===== config.mk =====
export PLATFORM = sky130hd
export DESIGN_NAME = mmio_output_bank
export DESIGN_NICKNAME = d
export VERILOG_FILES = /design/src/rtl/mmio_output_bank.sv
export SDC_FILE = /design/constraint.sdc
export NUM_CORES = 1
export LEC_CHECK = 0
export BUFFER_PORTS_ARGS = -buffer_cell sky130_fd_sc_hd__buf_2
export CORE_MARGIN = 8
export CORE_UTILIZATION = 40
export CTS_CLUSTER_DIAMETER = 80
export DETAILED_ROUTE_END_ITERATION = 16
export PLACE_DENSITY = 0.72
export SLEW_MARGIN = 20
export SYNTH_ARGS = -nofsm -noshare
export SYNTH_HDL_FRONTEND = slang
export SYNTH_SLANG_ARGS = --single-unit

===== constraint.sdc =====
create_clock -name clk -period 2.21 [get_ports clk]
set_input_delay 0.1105 -clock clk [delete_from_list [all_inputs] [get_ports clk]]
set_output_delay 0.1105 -clock clk [all_outputs]
set_load 0.02 [all_outputs]

===== src/rtl/mmio_output_bank.sv =====
// mmio_output_bank
//   NCH memory-mapped output channels of WIDTH bits for the data-memory bus.
//   Channel values persist between accesses. Writes can replace, set, clear or
//   toggle bits. Reads are registered. An optional timed-pulse mode loads a
//   value that clears itself after PULSE_CYCLES clock periods.
//
//   All state changes on the falling edge of clk. A bus phase launched on a
//   rising edge is therefore sampled half a cycle later. The read data is then
//   stable for the CPU's next rising-edge capture.
//
//   Build option:
//     MMIO_OUT_PULSE_EN - when defined, compiles in the pulse counters, the
//                         pulse-region decode and the countdown logic. When
//                         undefined, pulse-region writes are ignored and
//                         pulse-region reads return 0.
//
//   Ports:
//     clk    system clock (state updates on the falling edge)
//     rst    synchronous active-high reset, sampled on the falling edge
//     nce    chip enable, active low
//     we     1 = write, 0 = read
//     addr   [1:0] op, [ADDR_W-2:2] channel index,
//            [ADDR_W-1] region (0 = value, 1 = pulse)
//     d_in   write data; only bits [WIDTH-1:0] are used
//     d_out  registered read data, zero-extended
//     pins   channel k drives pins[k*WIDTH +: WIDTH]
module mmio_output_bank #(
    parameter int NCH          = 4,
    parameter int WIDTH        = 10,
    parameter int ADDR_W       = 5,
    parameter int PULSE_CYCLES = 1000,
    parameter int CNT_W        = $clog2(PULSE_CYCLES + 1)
) (
    input  logic                 clk,
    input  logic                 rst,
    input  logic                 nce,
    input  logic                 we,
    input  logic [ADDR_W-1:0]    addr,
    input  logic [31:0]          d_in,
    output logic [31:0]          d_out,
    output logic [NCH*WIDTH-1:0] pins
);

    localparam int IDX_W = ADDR_W - 3;

    logic             access;
    logic [1:0]       op;
    logic             region;
    logic [IDX_W-1:0] ch_idx;
    logic [WIDTH-1:0] wdata;
    logic [WIDTH-1:0] chan_val [NCH];
    logic [NCH-1:0]   hit_val;
    logic [31:0]      rd_word;
    logic             unused_din;

`ifdef MMIO_OUT_PULSE_EN
    logic [CNT_W-1:0] pulse_cnt [NCH];
    logic [NCH-1:0]   hit_pls;
`else
    localparam int unused_pulse_cfg = CNT_W + PULSE_CYCLES;
`endif

    // Applies a value-region write op to the current channel value.
    function automatic logic [WIDTH-1:0] apply_op(input logic [1:0]       o,
                                                  input logic [WIDTH-1:0] v,
                                                  input logic [WIDTH-1:0] d);
        logic [WIDTH-1:0] r;
        case (o)
            2'b00:   r = d;
            2'b01:   r = v | d;
            2'b10:   r = v & ~d;
            default: r = v ^ d;
        endcase
        return r;
    endfunction

    assign access     = ~nce;
    assign op         = addr[1:0];
    assign region     = addr[ADDR_W-1];
    assign ch_idx     = addr[ADDR_W-2:2];
    assign wdata      = d_in[WIDTH-1:0];
    assign unused_din = ^d_in;

    // Channel decode. An index with no matching channel hits nothing and
    // reads as 0, so out-of-range accesses need no separate check.
    always_comb begin
        hit_val = '0;
`ifdef MMIO_OUT_PULSE_EN
        hit_pls = '0;
`endif
        rd_word = '0;
        for (int k = 0; k < NCH; k++) begin
            if (ch_idx == IDX_W'(k)) begin
                hit_val[k] = access & we & ~region;
`ifdef MMIO_OUT_PULSE_EN
                hit_pls[k] = access & we & region;
                rd_word    = region ? 32'(pulse_cnt[k]) : 32'(chan_val[k]);
`else
                rd_word    = region ? 32'd0 : 32'(chan_val[k]);
`endif
            end
        end
    end

    // Channel state, falling-edge stage
    always_ff @(negedge clk) begin
        if (rst) begin
            for (int k = 0; k < NCH; k++) begin
                chan_val[k] <= '0;
`ifdef MMIO_OUT_PULSE_EN
                pulse_cnt[k] <= '0;
`endif
            end
        end else begin
            for (int k = 0; k < NCH; k++) begin
`ifdef MMIO_OUT_PULSE_EN
                if (hit_pls[k]) begin
                    // A pulse write (re)loads the value and restarts the count.
                    chan_val[k]  <= wdata;
                    pulse_cnt[k] <= CNT_W'(PULSE_CYCLES);
                end else begin
                    if (pulse_cnt[k] != '0) begin
                        pulse_cnt[k] <= pulse_cnt[k] - CNT_W'(1);
                    end
                    if (hit_val[k]) begin
                        if (op == 2'b00) begin
                            // A direct write wins over expiry and cancels the pulse.
                            chan_val[k]  <= wdata;
                            pulse_cnt[k] <= '0;
                        end else begin
                            // A set/clear/toggle on the expiry edge acts on the cleared value.
                            chan_val[k] <= apply_op(op,
                                                    (pulse_cnt[k] == CNT_W'(1)) ? '0 : chan_val[k],
                                                    wdata);
                        end
                    end else if (pulse_cnt[k] == CNT_W'(1)) begin
                        chan_val[k] <= '0;
                    end
                end
`else
                if (hit_val[k]) begin
                    chan_val[k] <= apply_op(op, chan_val[k], wdata);
                end
`endif
            end
        end
    end

    // Read data, falling-edge stage; holds between reads, unaffected by writes
    always_ff @(negedge clk) begin
        if (rst) begin
            d_out <= '0;
        end else if (access && !we) begin
            d_out <= rd_word;
        end
    end

    for (genvar g = 0; g < NCH; g++) begin : g_pins
        assign pins[g*WIDTH +: WIDTH] = chan_val[g];
    end

endmodule


==> impl_metrics.toml <==
[route]
route.detailed.drc = 0
drtIter0Drc = 284
ant_nets = 0
drtPass1Iterations = 4
routed-via-count = 3935
wirelength_um = 12800
via_per_inst = 5.15
wl_per_cell_um = 16.7

[worst_setup_path]
reg2reg_to = "chan_val[0][2]"
reg2reg_slack_ps = 540
critPathRequiredTime_ps = 2100
crit_family = "flip-flops"
endpoint_kind = "primary output"
slowest_stage = "edfxtp_1"
crit_path_start = "chan_val[0][1]"
path_class = "reg2out"
cp_slowest_stage_delay_ps = 470
reg2reg_depth = 7
worstPathArrival_ps = 2110
cp-start-kind = "flip-flop"
crit_fanout = 4
cp_cell_sequence = "buf_6"
critPathBufInv = 1
r2r_start = "chan_val[0][2]"

[yosys]
synth_edf_count = 40
seq_area_frac_synth = 0.308
ys_warn_count = 0
yosysMostFrequentCell = "ha_1"
ys_top_cells_by_count = "ha_1 (80), inv_1 (51)"
async_flop_share = 0
avgSynthCellArea_um2 = 10.5
synth_area_um2 = 4550
synth.top_cell.area_share = 0.264
yosysTopAreaCell = "edfxtp_1"
yosys-top-cells-area = "edfxtp_1 (26%), ha_1 (22%), mux2_2 (9.9%), a211o_1 (7.7%), a21oi_1 (4.4%)"
ys_types = 28
ys.flop_type = "edfxtp_1"
ys_ff_latch = 50
synthesis.instances = 434

[clock_network]
htree_levels = 2
cts_tree = "done"
clk_pin_slew_ps = 30
clockBufferDepth = 2
hold_buffers = 0
cts_buffers = 5
cts_root_buffer = "clkbuf_16"
clkSinkCount = 50
insertion_delay_ps = 370

[floorplanning]
die_w_um = 123
io_pins = 113
num_rows = 39
die_height_um = 123
dieArea_um2 = 15000
initial_core_util = 0.403
coreArea_um2 = 11300

[worst_hold_path]
hold_end = "d_out[5]"
hp-class = "reg2reg"
min_path_cells = 1
min_from = "d_out[5]"

[layout]
syn2layout_area_growth_pct = 32.4
stdcell_count = 764
drive_above_1_share = 0.356
n_antenna_cell = 0
nets = 742

[global_route]
antenna_found_initial = 0
grt_pass1_vias = 4129
grt_max_degree = 42
grt_pass1_wl_um = 20100
gr-total-overflow = 0
grt_usage = 0.167

[sta]
tightest_slew_ps = 846
fin_worst_skew_ps = 12.1
hold_violations = 0
setup_ws_ps = -14.8
setup_viol = 5
finalSetupTns_ps = -31.7
slew_viol_final = 0
grt_setup_unrepaired = "true"
slew_headroom = 0.434

[place]
dp_slack_ps = -284
dp_hpwl_um = 8850
place_inst = 669
gp_congestion = 0.833
numPortBuffers = 68

[pwr]
power_frac_seq = 0.370
switching_share = 0.343
power_per_cell_area_nw_per_um2 = 490
total_power_w = 0.00295
clkPwrFrac = 0.382
p_comb_frac = 0.247
ir_worst_vdd_mv = 0.581
switchingPower_w = 0.00101
total_leakage_power_nw = 3.19
p_int_w = 0.00194

[status]
status = "complete, but fails checks"
failed_checks = "setup timing"

[job]
cap_viol_max_count = 0
-- metal layers --
metal	GRT usage	vias up	wire length (µm)
li1	-	1872	-
met4	0.0609	0	174
met3	0.0483	12	1090
met2	0.282	130	6250
met1	0.198	1921	5230
met5	0	-	0
-- per-stage QoR --
step                hold WS (ps)   util  instance area, µm²
floorplan                    595      -                4640
global placement             459  0.475                5360
detailed placement           463  0.475                5360
CTS                          473  0.521                5870
global route                 489  0.534                6020
finish                       472  0.534                6020
-- layout make-up --
type	instances	area, µm²
inverters	50	188
well taps	143	179
multi-input cells	308	2750
fillers	1004	5250
clock inverters	52	200
repair buffers	156	1180
clock buffers	5	125
flip-flops and latches	50	1400
-- power by group through the flow --
stage	registers [W]	clock network, W	logic, W
floorplan	0.00115	0.000138	0.000411
global placement	0.00111	0.000138	0.000624
detailed placement	0.00111	0.000138	0.000659
CTS	0.00109	0.00116	0.000705
global route	0.00109	0.00125	0.000798
finish	0.00109	0.00113	0.000729
-- placed cells by master, fill, tap and decap left out, drive strengths merged --
master  synthesis  final
inv            51    101
and2b           1      1
a21oi          40     40
ha             80     80
nor4            1      1
nor2b           1      1
buf            37    156
dfxtp          10     10
clkbuf          9      5
mux4           10     10
clkinv          0      1
edfxtp         40     40
nor4b           1      1
conb            1     22
a21o            3      3
nand3           1      1
a22o           10     10
nor3b           1      1
mux2           40     40
a31o            1      1
nand2          43     43
nor2           13     13
a211o          40     40
-- sequential cells by signal, indices dropped and copies added (netlist names) --
register,cells
chan_val,40
d_out,10
-- how the worst max path moves through the flow --
stage | endpoint | cells past startpoint
3_5_place_dp | chan_val[2][9] | 6
2_1_floorplan | chan_val[1][0] | 5
3_3_place_gp | chan_val[1][4] | 6
5_1_grt | pins[0] | 1
6_report | pins[1] | 1
4_1_cts | pins[0] | 1
-- cells by family (layout without fill, tap and decap cells) --
family | Yosys count | in the layout | synth area share
AOI/OAI and AO/OA | 94 | 94 | 0.147
adders and majority gates | 80 | 80 | 0.220
buffers and inverters | 97 | 263 | 0.106
DFF | 50 | 50 | 0.308
muxes | 50 | 50 | 0.151
other | 1 | 22 | 0.000825
and+or+nand+nor | 62 | 62 | 0.0663
-- timing repair --
action | 4_1_cts | 5_1_grt
gates resized for setup | 4 | 12
setup buffers | 24 | 15
endpoints found under the setup margin | 26 | 17
endpoints found under the hold margin | 0 | 0
(Power assumes the default switching activity.)
